--- src/rtl/dmem_access_ctrl.sv ---
// ---------------------------------------------------------------------------
// dmem_access_ctrl
//   Data-memory access sequencer between the MEM stage and a req/ack data bus.
//   Each load/store freezes the pipeline, runs one bus transaction with
//   byte-lane steering and a timeout, then returns extended load data or a
//   fault cause to writeback.
//
// Ports
//   clk, rst_n                 clock, asynchronous active-low reset
//   mem_valid/read/write       MEM-stage access request
//   mem_funct3                 RISC-V load/store size + signedness
//   mem_addr, mem_wdata        byte address, store data (low bits used)
//   stall                      freeze IF..MEM (combinational)
//   done, fault                one-cycle completion / failure pulses
//   rdata                      extended load data (registered)
//   fault_cause                00 ok, 01 illegal, 10 bus error, 11 timeout
//   bus_req/we/addr/wdata/be   bus request fields (registered, held stable)
//   bus_ack, bus_err, bus_rdata  bus response
// ---------------------------------------------------------------------------
module dmem_access_ctrl #(
  parameter int TIMEOUT = 255
) (
  input  logic        clk,
  input  logic        rst_n,
  input  logic        mem_valid,
  input  logic        mem_read,
  input  logic        mem_write,
  input  logic [2:0]  mem_funct3,
  input  logic [31:0] mem_addr,
  input  logic [31:0] mem_wdata,
  output logic        stall,
  output logic        done,
  output logic [31:0] rdata,
  output logic        fault,
  output logic [1:0]  fault_cause,
  output logic        bus_req,
  output logic        bus_we,
  output logic [31:0] bus_addr,
  output logic [31:0] bus_wdata,
  output logic [3:0]  bus_be,
  input  logic        bus_ack,
  input  logic [31:0] bus_rdata,
  input  logic        bus_err
);

  typedef enum logic [1:0] {IDLE, REQ, DONE} state_t;

  localparam logic [1:0] CAUSE_OK      = 2'b00;
  localparam logic [1:0] CAUSE_ILLEGAL = 2'b01;
  localparam logic [1:0] CAUSE_BUS_ERR = 2'b10;
  localparam logic [1:0] CAUSE_TIMEOUT = 2'b11;

  // Counter holds completed REQ cycles; the last allowed REQ cycle is the
  // one where it equals TIMEOUT-1, so bus_req stays high exactly TIMEOUT cycles.
  localparam logic [7:0] TO_LAST = 8'(TIMEOUT - 1);

  state_t      state, state_nx;
  logic [1:0]  cause_nx;
  logic [7:0]  to_cnt;
  logic        access, illegal;
  logic        ld_op;          // latched: current transaction is a load
  logic [2:0]  ld_funct3;      // latched load size/sign for extension
  logic [1:0]  ld_off;         // latched byte offset for lane selection
  logic [31:0] ld_ext;

  // funct3[1:0]: 00 byte, 01 half, 10 word; funct3[2] marks unsigned loads.
  function automatic logic is_illegal(input logic rd, input logic wr,
                                      input logic [2:0] f3, input logic [1:0] off);
    logic bad;
    bad = 1'b0;
    if (rd && wr) begin
      bad = 1'b1;
    end else if (rd) begin
      case (f3)
        3'b000, 3'b100: bad = 1'b0;
        3'b001, 3'b101: bad = off[0];
        3'b010:         bad = |off;
        default:        bad = 1'b1;
      endcase
    end else begin
      case (f3)
        3'b000:  bad = 1'b0;
        3'b001:  bad = off[0];
        3'b010:  bad = |off;
        default: bad = 1'b1;
      endcase
    end
    return bad;
  endfunction

  function automatic logic [31:0] load_extend(input logic [2:0] f3, input logic [1:0] off,
                                              input logic [31:0] word);
    logic [7:0]  b;
    logic [15:0] h;
    logic        sgn;
    b   = word[8*off +: 8];
    h   = off[1] ? word[31:16] : word[15:0];
    sgn = ~f3[2];
    case (f3[1:0])
      2'b00:   return {{24{sgn & b[7]}}, b};
      2'b01:   return {{16{sgn & h[15]}}, h};
      default: return word;
    endcase
  endfunction

  assign access  = mem_valid & (mem_read | mem_write);
  assign illegal = is_illegal(mem_read, mem_write, mem_funct3, mem_addr[1:0]);
  assign ld_ext  = load_extend(ld_funct3, ld_off, bus_rdata);

  // Held low during reset so the pipeline is never frozen by a reset FSM.
  assign stall = rst_n & (((state == IDLE) & access) | (state == REQ));

  // NOTE: every signal written here gets a default first; a path that leaves
  // one unassigned would infer a latch.
  always_comb begin
    state_nx = state;
    cause_nx = fault_cause;
    unique case (state)
      IDLE: begin
        if (access) begin
          if (illegal) begin
            state_nx = DONE;
            cause_nx = CAUSE_ILLEGAL;
          end else begin
            state_nx = REQ;
          end
        end
      end
      REQ: begin
        // bus_err has priority over a simultaneous bus_ack.
        if (bus_err) begin
          state_nx = DONE;
          cause_nx = CAUSE_BUS_ERR;
        end else if (bus_ack) begin
          state_nx = DONE;
          cause_nx = CAUSE_OK;
        end else if (to_cnt == TO_LAST) begin
          state_nx = DONE;
          cause_nx = CAUSE_TIMEOUT;
        end
      end
      DONE:    state_nx = IDLE;
      default: state_nx = IDLE;
    endcase
  end

  // NOTE: sequential state uses non-blocking assignments so every register
  // samples pre-edge values regardless of statement order.
  always_ff @(posedge clk or negedge rst_n) begin
    if (!rst_n) state <= IDLE;
    else        state <= state_nx;
  end

  always_ff @(posedge clk or negedge rst_n) begin
    if (!rst_n) begin
      to_cnt      <= '0;
      bus_req     <= 1'b0;
      bus_we      <= 1'b0;
      bus_addr    <= '0;
      bus_wdata   <= '0;
      bus_be      <= '0;
      ld_op       <= 1'b0;
      ld_funct3   <= '0;
      ld_off      <= '0;
      done        <= 1'b0;
      fault       <= 1'b0;
      fault_cause <= CAUSE_OK;
      rdata       <= '0;
    end else begin
      bus_req <= (state_nx == REQ);
      done    <= (state_nx == DONE);
      fault   <= (state_nx == DONE) && (cause_nx != CAUSE_OK);

      if (state_nx == DONE) fault_cause <= cause_nx;

      // Capture the request only on acceptance so fields stay stable in REQ.
      if ((state == IDLE) && (state_nx == REQ)) begin
        to_cnt    <= '0;
        bus_we    <= mem_write;
        bus_addr  <= {mem_addr[31:2], 2'b00};
        ld_op     <= mem_read;
        ld_funct3 <= mem_funct3;
        ld_off    <= mem_addr[1:0];
        if (mem_read) begin
          bus_be    <= 4'b1111;
          bus_wdata <= '0;
        end else begin
          case (mem_funct3[1:0])
            2'b00: begin
              bus_be    <= 4'b0001 << mem_addr[1:0];
              bus_wdata <= {4{mem_wdata[7:0]}};
            end
            2'b01: begin
              bus_be    <= mem_addr[1] ? 4'b1100 : 4'b0011;
              bus_wdata <= {2{mem_wdata[15:0]}};
            end
            default: begin
              bus_be    <= 4'b1111;
              bus_wdata <= mem_wdata;
            end
          endcase
        end
      end else if (state == REQ) begin
        to_cnt <= to_cnt + 8'd1;
      end

      // Stores leave rdata untouched; failures clear it.
      if ((state == REQ) && (state_nx == DONE)) begin
        if (cause_nx != CAUSE_OK) rdata <= '0;
        else if (ld_op)           rdata <= ld_ext;
      end
    end
  end

endmodule

--- config.mk ---
export PLATFORM = sky130hd
export DESIGN_NAME = dmem_access_ctrl
export DESIGN_NICKNAME = d
export VERILOG_FILES = /design/src/rtl/dmem_access_ctrl.sv
export SDC_FILE = /design/constraint.sdc
export NUM_CORES = 1
export LEC_CHECK = 0
export CORE_MARGIN = 5
export CORE_UTILIZATION = 49
export CTS_CLUSTER_DIAMETER = 40
export DETAILED_ROUTE_END_ITERATION = 8
export PLACE_DENSITY_LB_ADDON = 0.15
export RECOVER_POWER = 50
export SKIP_LAST_GASP = 1
export SYNTH_ARGS = -nofsm -noshare
export SYNTH_HDL_FRONTEND = slang
export SYNTH_SLANG_ARGS = --single-unit
--- constraint.sdc ---
create_clock -name clk -period 7.7 [get_ports clk]
set_input_delay 0.77 -clock clk [delete_from_list [all_inputs] [get_ports clk]]
set_output_delay 0.77 -clock clk [all_outputs]
set_load 0.02 [all_outputs]
==> results of run 1 <==
==> registers in the layout, indices dropped and copies added (netlist names), 2 cells and up <==
signal	cells
to_cnt	8
rdata	32
ld_off	2
bus_wdata	32
ld_funct3	3
state	2
fault_cause	2
bus_be	4
bus_addr	30
==> kinds of logic after synthesis <==
| family | count (synthesis) | synth area share |
|---|---|---|
| AND/OR/NAND/NOR | 279 | 0.1984 |
| flip-flops | 120 | 0.5075 |
| AO/OA/AOI/OAI | 101 | 0.1131 |
| buffers and inverters | 70 | 0.05075 |
| multiplexers | 66 | 0.1224 |
| adder cells (fa/ha/maj) | 2 | 0.004229 |
| XOR/XNOR | 2 | 0.002961 |
| other | 1 | 0.0006338 |
==> per-layer routing <==
metal	vias up	routed length, um	global-route usage
met5	-	0	0
met3	29	1534	0.09755
met2	226	8494	0.4047
met1	2618	6868	0.2983
met4	0	282	0.07588
li1	2555	-	-
==> per-stage QoR <==
step	setup WS, ps	instance area (um^2)	hold WS [ps]	total power (W)	utilization
floorplan	4660	5921	450.2	0.001353	-
global placement	3118	8056	452.6	0.001767	0.6764
detailed placement	3015	8056	456.6	0.001794	0.6764
CTS	3465	8665	417.9	0.002614	0.7274
global route	2590	8661	484.0	0.002707	0.7271
finish	3130	8661	460.0	0.002571	0.7271
==> cells in the final DEF (no fill, tap or decap), types with 2 or more instances in the layout <==
cell / Yosys / layout
o22ai_1: 2 / 2
mux2_2: 49 / 49
mux2i_1: 15 / 15
nand4_1: 3 / 3
nand2b_1: 5 / 5
nor3_1: 2 / 2
clkdlybuf4s50_1: 0 / 157
nor2_1: 33 / 33
dlygate4sd3_1: 0 / 52
a211oi_1: 2 / 2
dfrtp_1: 120 / 120
clkinvlp_4: 0 / 4
a22oi_1: 3 / 3
mux2_1: 2 / 2
clkinv_2: 0 / 2
clkbuf_16: 0 / 17
a21oi_1: 17 / 17
inv_1: 28 / 28
nand3_1: 35 / 35
nor2b_1: 4 / 4
a2bb2oi_1: 7 / 7
bufinv_16: 0 / 3
a21o_1: 3 / 3
conb_1: 1 / 2
a221oi_1: 8 / 8
buf_4: 2 / 5
a31oi_1: 11 / 11
clkbuf_1: 34 / 3
clkbuf_8: 0 / 2
o21a_1: 2 / 2
o21ai_0: 35 / 35
ha_1: 2 / 2
nand2_1: 188 / 188
clkinv_4: 0 / 2
==> worst max path at each step <==
stage / end / slack (ps) / startpoint / cells past startpoint
after floorplan: rdata[10]$_DFFE_PN0P_ / 4660 / mem_funct3[0] / 8
after detailed placement: rdata[30]$_DFFE_PN0P_ / 3020 / mem_funct3[0] / 7
after CTS: rdata[4]$_DFFE_PN0P_ / 3470 / mem_funct3[0] / 7
after global routing: stall / 2590 / rst_n / 3
after global placement: rdata[22]$_DFFE_PN0P_ / 3120 / mem_funct3[0] / 7
final: stall / 3130 / rst_n / 3
==> cell type report <==
| class | instances | area (um^2) |
|---|---|---|
| timing repair buffer | 215 | 2133 |
| inverter | 28 | 105.1 |
| multi-input combinational | 452 | 2628 |
| fill | 876 | 3251 |
| tap | 147 | 183.9 |
| sequential | 120 | 3003 |
| clock buffer | 21 | 460.4 |
| clock inverter | 11 | 147.6 |
==> power by group through the flow <==
| stage | Combinational [W] | Clock [W] | Sequential, W |
|---|---|---|---|
| finish | 0.000847 | 0.000812 | 0.000912 |
| global route | 0.000918 | 0.000855 | 0.000934 |
| CTS | 0.000878 | 0.000822 | 0.000914 |
| detailed placement | 0.000873 | 0 | 0.000921 |
| global placement | 0.000855 | 0 | 0.000912 |
| floorplan | 0.000311 | 0 | 0.00104 |
==> worst reg2reg max path: stages (launching register included) <==
cell and delay [ps]:
dfrtp_1 520, nor2b_1 600, o21ai_0 360, a221oi_4 380, nand3_4 240, o211ai_4 920, mux2_2 450
==> qor.csv, run 1 <==
stage,metric,value,unit
setup_path,crit end category,output pin,
power_and_ir_drop,Sequential Power Share,0.355,
run_status,outcome,"complete, but fails checks",
setup_path,number of buffers and inverters on the critical path,2,
setup_path,Worst Path Required,6930,ps
die,num rows,40,
setup_path,crit-path leading delay family,buffers and inverters,
timing,Final Slew Violations,56,
run,maxcap violations,1,
timing,RSZ-0062 raised after global routing,no,
logic_synthesis,post-synthesis sequential area ratio,0.5075,
place,port buffer count,210,
timing,Worst Skew,8.330,ps
power_and_ir_drop,pwr/cell area,296.9,mW/mm^2
cells_and_area,fin cells,994,
die,initial core utilization,0.4967,
hold_path,hold_sp,bus_wdata[22]$_DFFE_PN0N_,
logic_synthesis,post-synthesis cell count,641,
timing,Final period util,0.5936,
routing,Remaining DRCs,0,
clock_tree,clock latency on the worst-skew pair,420,ps
timing,TNS Setup,0,ps
die,die area,0.01437,mm^2
setup_path,CP peak stage delay,2020,ps
logic_synthesis,Netlist cell types,50,
timing,Final min period,4570,ps
clock_tree,# hold bufs at CTS,0,
power_and_ir_drop,Peak VDD IR,226.1,uV
grt,GRT Residual Overflow,0,
setup_path,RR Startpoint,state[0]$_DFF_PN0_,
routing,WL/cell,17.28,um
timing,final hold vios,0,
power_and_ir_drop,Clock power frac,0.316,
cells_and_area,Layout Nets,942,
grt,Total GRT Usage,0.2459,
clock_tree,CTS resizes,0,
timing,Slew @ Worst Pin,2911,ps
timing,max_slew headroom,-0.9407,
die,Core ar.,0.01191,mm^2
setup_path,Register-to-Register Setup Slack,4120,ps
routing,Routed Antenna Nets,0,
place,placed cells,962,
power_and_ir_drop,Static Leak,4.192,nW
hold_path,hold path cells,2,
cells_and_area,ant diodes,0,
power_and_ir_drop,Pint,0.001703,W
setup_path,Startpoint Class,input pin,
run_status,failing checks,"capacitance limit, slew limit",
logic_synthesis,"top cells by area, synth","dfrtp_1 (51%), nand2_1 (12%), mux2_2 (9.3%)",
routing,vias,5428,
power_and_ir_drop,Net Sw Frac,0.3376,
setup_path,Crit Path Max Fanout,55,
logic_synthesis,Synth top area share,0.5075,
place,routability cong.,0.7704,
timing,Final setup viols,0,
setup_path,CP Class,input pin to output pin,
setup_path,R2R cell count,6,
die,Die Wd,119.9,um
logic_synthesis,Synth Flop Type,dfrtp_1,
logic_synthesis,most common cell in the netlist,nand2_1,
clock_tree,htree depth,4,
logic_synthesis,Synth Warn #,0,
clock_tree,root buffer cell,clkbuf_16,
clock_tree,CTS Buffer Depth,2,
cells_and_area,"Area growth, synth to finish",46.37,%
logic_synthesis,Synth area leader,dfrtp_1,
logic_synthesis,"EDFF count, synth",0,
cells_and_area,share of layout cells above drive strength 1,0.1074,
timing,f_max,218.8,MHz
logic_synthesis,Syn Area/Cell,9.231,um^2
setup_path,Slowest cell on crit path,clkbuf_1,
routing,Detailed Routing Iterations Pass 1,5,
die,Die Height,119.9,um
grt,largest net degree at the start of global routing,79,
setup_path,sequence of cells on the critical path,"clkbuf_1, nor3b_1, clkdlybuf4s50_1",
grt,vias in the first global route,5503,
routing,initial DRC count,513,
setup_path,r2r endpoint,rdata[4]$_DFFE_PN0P_,
logic_synthesis,post-synthesis async set-or-reset flop share,1.000,
logic_synthesis,Seq cells post-synth,120,
clock_tree,"Setup Fix Bufs, Post-CTS",0,
clock_tree,CTS tree,built,
clock_tree,CTS sink count,120,
hold_path,WHS Endpoint,bus_wdata[22]$_DFFE_PN0N_,
die,IO Pins,213,
grt,initial antenna violation count,0,
setup_path,WP data arrival,3800,ps
power_and_ir_drop,combinational power share,0.329,
clock_tree,Num CTS Buffers,17,
logic_synthesis,"Cell Area, Synth",0.005917,mm^2
logic_synthesis,"top cells by count, synth","nand2_1 (188), dfrtp_1 (120), mux2_2 (49)",
hold_path,Min-Delay Path Class,flip-flop to flip-flop,
grt,first-pass GRT wire length,28.08,mm
routing,vias per std cell,5.461,
clock_tree,Worst-path clk slew,50,ps
place,HPWL Detailed,12.26,mm
routing,final WL,17.18,mm
power_and_ir_drop,P_sw,0.0008680,W
Note: power is estimated with default switching activity, not from simulation.
==> run 2: changes to the inputs <==
CORE_UTILIZATION = 41   (was 49)
clock period = 4.2 ns   (was 7.7 ns; I/O delays follow)
==> qor.csv, run 2 (synthesized netlist as in run 1, its figures left out) <==
stage,metric,value,unit
clock_tree,Worst-path clk slew,50,ps
place,routability cong.,0.8167,
grt,largest net degree at the start of global routing,81,
grt,Total GRT Usage,0.2086,
timing,RSZ-0062 raised after global routing,no,
timing,final hold vios,0,
cells_and_area,"commonest non-fill, non-tap cell in the layout",nand2_1,
grt,vias in the first global route,5411,
cells_and_area,Top Registers,"bus_wdata: 32 flops, rdata: 32 flops, bus_addr: 30 flops",
place,HPWL Detailed,12.77,mm
die,IO Pins,213,
setup_path,Startpoint Class,flip-flop,
timing,Slew @ Worst Pin,1549,ps
setup_path,CP Class,flip-flop to flip-flop,
cells_and_area,"Area growth, synth to finish",47.83,%
timing,Final setup viols,0,
die,die area,0.01693,mm^2
setup_path,WP data arrival,3430,ps
clock_tree,Num CTS Buffers,17,
routing,initial DRC count,281,
timing,max_slew headroom,-0.03276,
routing,Routed Antenna Nets,0,
clock_tree,htree depth,4,
timing,f_max,318.8,MHz
clock_tree,CTS Buffer Depth,2,
die,initial core utilization,0.4118,
setup_path,Crit Path Max Fanout,32,
grt,GRT Residual Overflow,0,
cells_and_area,share of layout cells above drive strength 1,0.1095,
run_status,outcome,"complete, but fails checks",
timing,Worst Skew,10.27,ps
power_and_ir_drop,Peak VDD IR,303.2,uV
setup_path,r2r endpoint,rdata[26]$_DFFE_PN0P_,
routing,vias,5238,
hold_path,Min-Delay Path Class,input pin to asynchronous set/reset pin,
cells_and_area,Layout Nets,945,
timing,TNS Setup,0,ps
timing,Final Slew Violations,64,
die,Die Wd,130.1,um
cells_and_area,ant diodes,0,
clock_tree,clock latency on the worst-skew pair,410,ps
power_and_ir_drop,pwr/cell area,541.1,mW/mm^2
die,num rows,44,
routing,Detailed Routing Iterations Pass 1,4,
clock_tree,CTS sink count,120,
clock_tree,root buffer cell,clkbuf_16,
setup_path,Worst Path Required,4490,ps
clock_tree,"Setup Fix Bufs, Post-CTS",0,
routing,vias per std cell,5.071,
grt,first-pass GRT wire length,27.49,mm
routing,WL/cell,16.77,um
timing,Min Hold Slack,84.76,ps
grt,initial antenna violation count,0,
setup_path,RR Startpoint,to_cnt[0]$_DFFE_PN0P_,
setup_path,R2R cell count,9,
run_status,failing checks,"capacitance limit, slew limit",
routing,Remaining DRCs,0,
routing,final WL,17.33,mm
clock_tree,CTS tree,built,
timing,Final period util,0.7469,
die,Die Height,130.1,um
setup_path,Register-to-Register Setup Slack,1060,ps
cells_and_area,most frequent cells in the layout,"nand2_1 (188), clkdlybuf4s50_1 (157), dfrtp_1 (120), dlygate4sd3_1 (52), mux2_2 (49)",
timing,Final min period,3137,ps
run,maxcap violations,1,
cells_and_area,fill count,1233,
setup_path,crit end category,flip-flop,
die,Core ar.,0.01437,mm^2
place,port buffer count,210,
power_and_ir_drop,Static Leak,4.222,nW
clock_tree,# hold bufs at CTS,0,
clock_tree,CTS resizes,0,
[run 2: report_power, final]
group	switching [W]	internal, W	total [W]
combinational	0.000822	0.000727	0.00155
clock	0.000499	0.00102	0.00151
sequential	0.000235	0.00144	0.00167
[run 2: how the worst max path moves through the flow]
stage	from	end
floorplan	mem_funct3[0]	rdata[10]$_DFFE_PN0P_
global placement	mem_funct3[2]	rdata[27]$_DFFE_PN0P_
detailed placement	mem_addr[0]	rdata[21]$_DFFE_PN0P_
CTS	to_cnt[0]$_DFFE_PN0P_	rdata[26]$_DFFE_PN0P_
global route	to_cnt[0]$_DFFE_PN0P_	rdata[21]$_DFFE_PN0P_
finish	to_cnt[0]$_DFFE_PN0P_	rdata[26]$_DFFE_PN0P_
[run 2: stage by stage]
stage               power [W]  std cells  setup WS [ps]  cell area, um^2  utilization
floorplan            0.002481        642           1510             5921            -
global placement     0.003250       1002          730.6             8138       0.5664
detailed placement   0.003296       1002          658.9             8138       0.5664
CTS                  0.004838       1033          988.6             8750       0.6089
global route         0.004994       1033          748.3             8747       0.6088
finish               0.004733       1033           1063             8747       0.6088
[run 2: final cells by class]
class | instances | area (um^2) | area share
flip-flops and latches | 120 | 3003 | 0.3433
multi-input cells | 452 | 2628 | 0.3004
repair buffers | 218 | 2170 | 0.2480
clock buffers | 22 | 464.2 | 0.05307
well taps | 184 | 230.2 | 0.02632
clock inverters | 9 | 147.6 | 0.01688
inverters | 28 | 105.1 | 0.01202
[run 2: layer usage]
layer  global-route usage  part of all wire  vias to the layer above
met5                    0                 0                        -
met4              0.06785             0.016                        0
met3              0.09701             0.099                       21
met2               0.3377              0.49                      171
met1               0.2469              0.39                     2489
li1                     -                 -                     2557
[run 2: critical path, cell delays in order, from the launching register on]
cell	delay [ps]
dfrtp_1	400
inv_1	60
ha_1	190
nand3_1	100
nor2_1	50
o311ai_0	780
nand3_4	390
o211ai_4	260
buf_4	390
mux2_2	390
==> run 3: changes to the inputs <==
CORE_UTILIZATION = 45   (was 41)
clock period = 3.1 ns   (was 4.2 ns; I/O delays follow)
==> qor.csv, run 3 (synthesized netlist as in run 1, its figures left out) <==
stage,metric,value,unit
timing,Final min period,2522,ps
cells_and_area,"Area growth, synth to finish",49.61,%
timing,final hold vios,0,
clock_tree,CTS sink count,120,
cells_and_area,fill count,999,
clock_tree,CTS tree,built,
timing,max_slew headroom,0.007067,
cells_and_area,Layout Nets,960,
cells_and_area,Finished Core Util,0.6930,
clock_tree,Num CTS Buffers,17,
routing,WL/cell,16.86,um
setup_path,crit end category,flip-flop,
cells_and_area,Seq. cell area,0.003003,mm^2
grt,first-pass GRT wire length,28.84,mm
setup_path,CP peak stage delay,540,ps
setup_path,crit-path leading delay family,compound AO/OA/AOI/OAI gates,
timing,setup slack after layout,577.5,ps
routing,vias per std cell,5.235,
routing,initial DRC count,438,
hold_path,Min-Delay Path Class,input pin to flip-flop,
die,die area,0.01554,mm^2
place,Placed Instance Area,0.008273,mm^2
clock_tree,htree depth,4,
setup_path,number of buffers and inverters on the critical path,2,
grt,initial antenna violation count,0,
routing,Remaining DRCs,0,
cells_and_area,ant diodes,0,
setup_path,CP Class,input pin to flip-flop,
run_status,outcome,completed,
setup_path,WP data arrival,2820,ps
clock_tree,"Setup Fix Bufs, Post-CTS",0,
grt,GRT Residual Overflow,0,
die,initial core utilization,0.4632,
cells_and_area,"commonest non-fill, non-tap cell in the layout",nand2_1,
grt,vias in the first global route,5700,
hold_path,WHS Endpoint,bus_addr[11]$_DFFE_PN0N_,
grt,largest net degree at the start of global routing,71,
power_and_ir_drop,pwr/cell area,720.5,mW/mm^2
clock_tree,# hold bufs at CTS,0,
place,port buffer count,210,
hold_path,hold_sp,mem_addr[11],
clock_tree,CTS Buffer Depth,2,
routing,top sig layer,met4,
setup_path,Crit Path Max Fanout,32,
timing,f_max,396.4,MHz
timing,Worst Skew,5.619,ps
setup_path,Worst Path Required,3390,ps
timing,Min Hold Slack,423.7,ps
cells_and_area,Top Registers,"bus_wdata: 32 flops, rdata: 32 flops, bus_addr: 30 flops",
die,Core ar.,0.01277,mm^2
place,HPWL Detailed,12.53,mm
timing,Final period util,0.8137,
routing,vias,5429,
setup_path,Register-to-Register Setup Slack,680,ps
setup_path,RR Startpoint,state[0]$_DFF_PN0_,
timing,Final Slew Violations,0,
setup_path,R2R cell count,8,
routing,DRT met1 WL,6.934,mm
routing,Detailed Routing Iterations Pass 1,5,
routing,final WL,17.48,mm
timing,Final setup viols,0,
setup_path,Startpoint Class,input pin,
cells_and_area,footprint of the multi-input gates,0.002628,mm^2
timing,TNS Setup,0,ps
die,num rows,41,
timing,RSZ-0062 raised after global routing,no,
clock_tree,Worst-path clk slew,50,ps
die,Die Wd,124.7,um
power_and_ir_drop,Peak VDD IR,378.0,uV
clock_tree,clock latency on the worst-skew pair,420,ps
grt,Total GRT Usage,0.2292,
power_and_ir_drop,Static Leak,4.297,nW
routing,WL met2,8.360,mm
timing,Slew @ Worst Pin,1489,ps
cells_and_area,final non-filler cell area,0.008852,mm^2
place,routability cong.,0.8429,
setup_path,sequence of cells on the critical path,"clkdlybuf4s50_1, or4_4, a21o_1, a221oi_4, nand3_4, o211ai_4, buf_12, mux2_2",
routing,DR WL met3,1.813,mm
setup_path,r2r endpoint,rdata[30]$_DFFE_PN0P_,
routing,Routed Antenna Nets,0,
die,IO Pins,213,
die,Die Height,124.7,um
run,maxcap violations,0,
hold_path,hold path cells,3,
place,Place WS,159.9,ps
cells_and_area,most frequent cells in the layout,"nand2_1 (188), clkdlybuf4s50_1 (158), dfrtp_1 (120), dlygate4sd3_1 (51), mux2_2 (49)",
setup_path,Slowest cell on crit path,or4_4,
clock_tree,CTS resizes,0,
cells_and_area,share of layout cells above drive strength 1,0.1237,
clock_tree,root buffer cell,clkbuf_16,
## run 3: cell types whose count changed in the layout (fill, tap and decap cells not counted)
cell,before,now
clkinv_2,4,7
clkbuf_4,0,1
clkbuf_1,3,5
bufinv_16,4,3
clkinvlp_4,1,0
clkdlybuf4s50_1,157,158
buf_4,7,16
dlygate4sd3_1,52,51
buf_12,1,4
## run 3: stage by stage
| step | std cells | total power [W] |
|---|---|---|
| 3_5_place_dp | 1005 | 0.004505 |
| 6_report | 1037 | 0.006378 |
| 2_1_floorplan | 642 | 0.003361 |
| 4_1_cts | 1037 | 0.006503 |
| 5_1_grt | 1037 | 0.006727 |
| 3_3_place_gp | 1005 | 0.004446 |
## run 3: worst register-to-register path: cells and delay by family, from the launching register on
kind                   cells  cell delay, ps
AOI/OAI and AO/OA          3             700
buffers and inverters      2             400
DFF                        1             520
muxes                      1             390
and+or+nand+nor            2             290
## run 3: cell type report
class                      count  area share
clock buffer                  22     0.05244
clock inverter                10     0.01413
inverter                      28     0.01187
tap                          172     0.02431
timing repair buffer         233      0.2612
multi-input combinational    452      0.2968
sequential                   120      0.3392
## run 3: layer usage
| metal | vias up | global-route usage |
|---|---|---|
| met5 | - | 0 |
| met4 | 0 | 0.07801 |
| met3 | 31 | 0.09906 |
| met2 | 228 | 0.3734 |
| met1 | 2578 | 0.2720 |
| li1 | 2592 | - |
## run 3: how the worst max path moves through the flow
stage | start | end | depth (start not counted)
after floorplan | mem_funct3[0] | rdata[10]$_DFFE_PN0P_ | 8
after global placement | mem_funct3[2] | rdata[21]$_DFFE_PN0P_ | 8
after detailed placement | mem_funct3[2] | rdata[22]$_DFFE_PN0P_ | 8
after CTS | mem_funct3[2] | rdata[22]$_DFFE_PN0P_ | 8
after global routing | mem_funct3[2] | rdata[22]$_DFFE_PN0P_ | 8
final | mem_funct3[2] | rdata[30]$_DFFE_PN0P_ | 8
## run 3: power by group
part / switching [W] / total, W / internal [W] / leakage, nW
Clock: 0.000676 / 0.00197 / 0.00129 / 0.297
Combinational: 0.00120 / 0.00221 / 0.00102 / 2.43
Sequential: 0.000248 / 0.00219 / 0.00195 / 1.57
Total: 0.00212 / 0.00638 / 0.00426 / 4.30
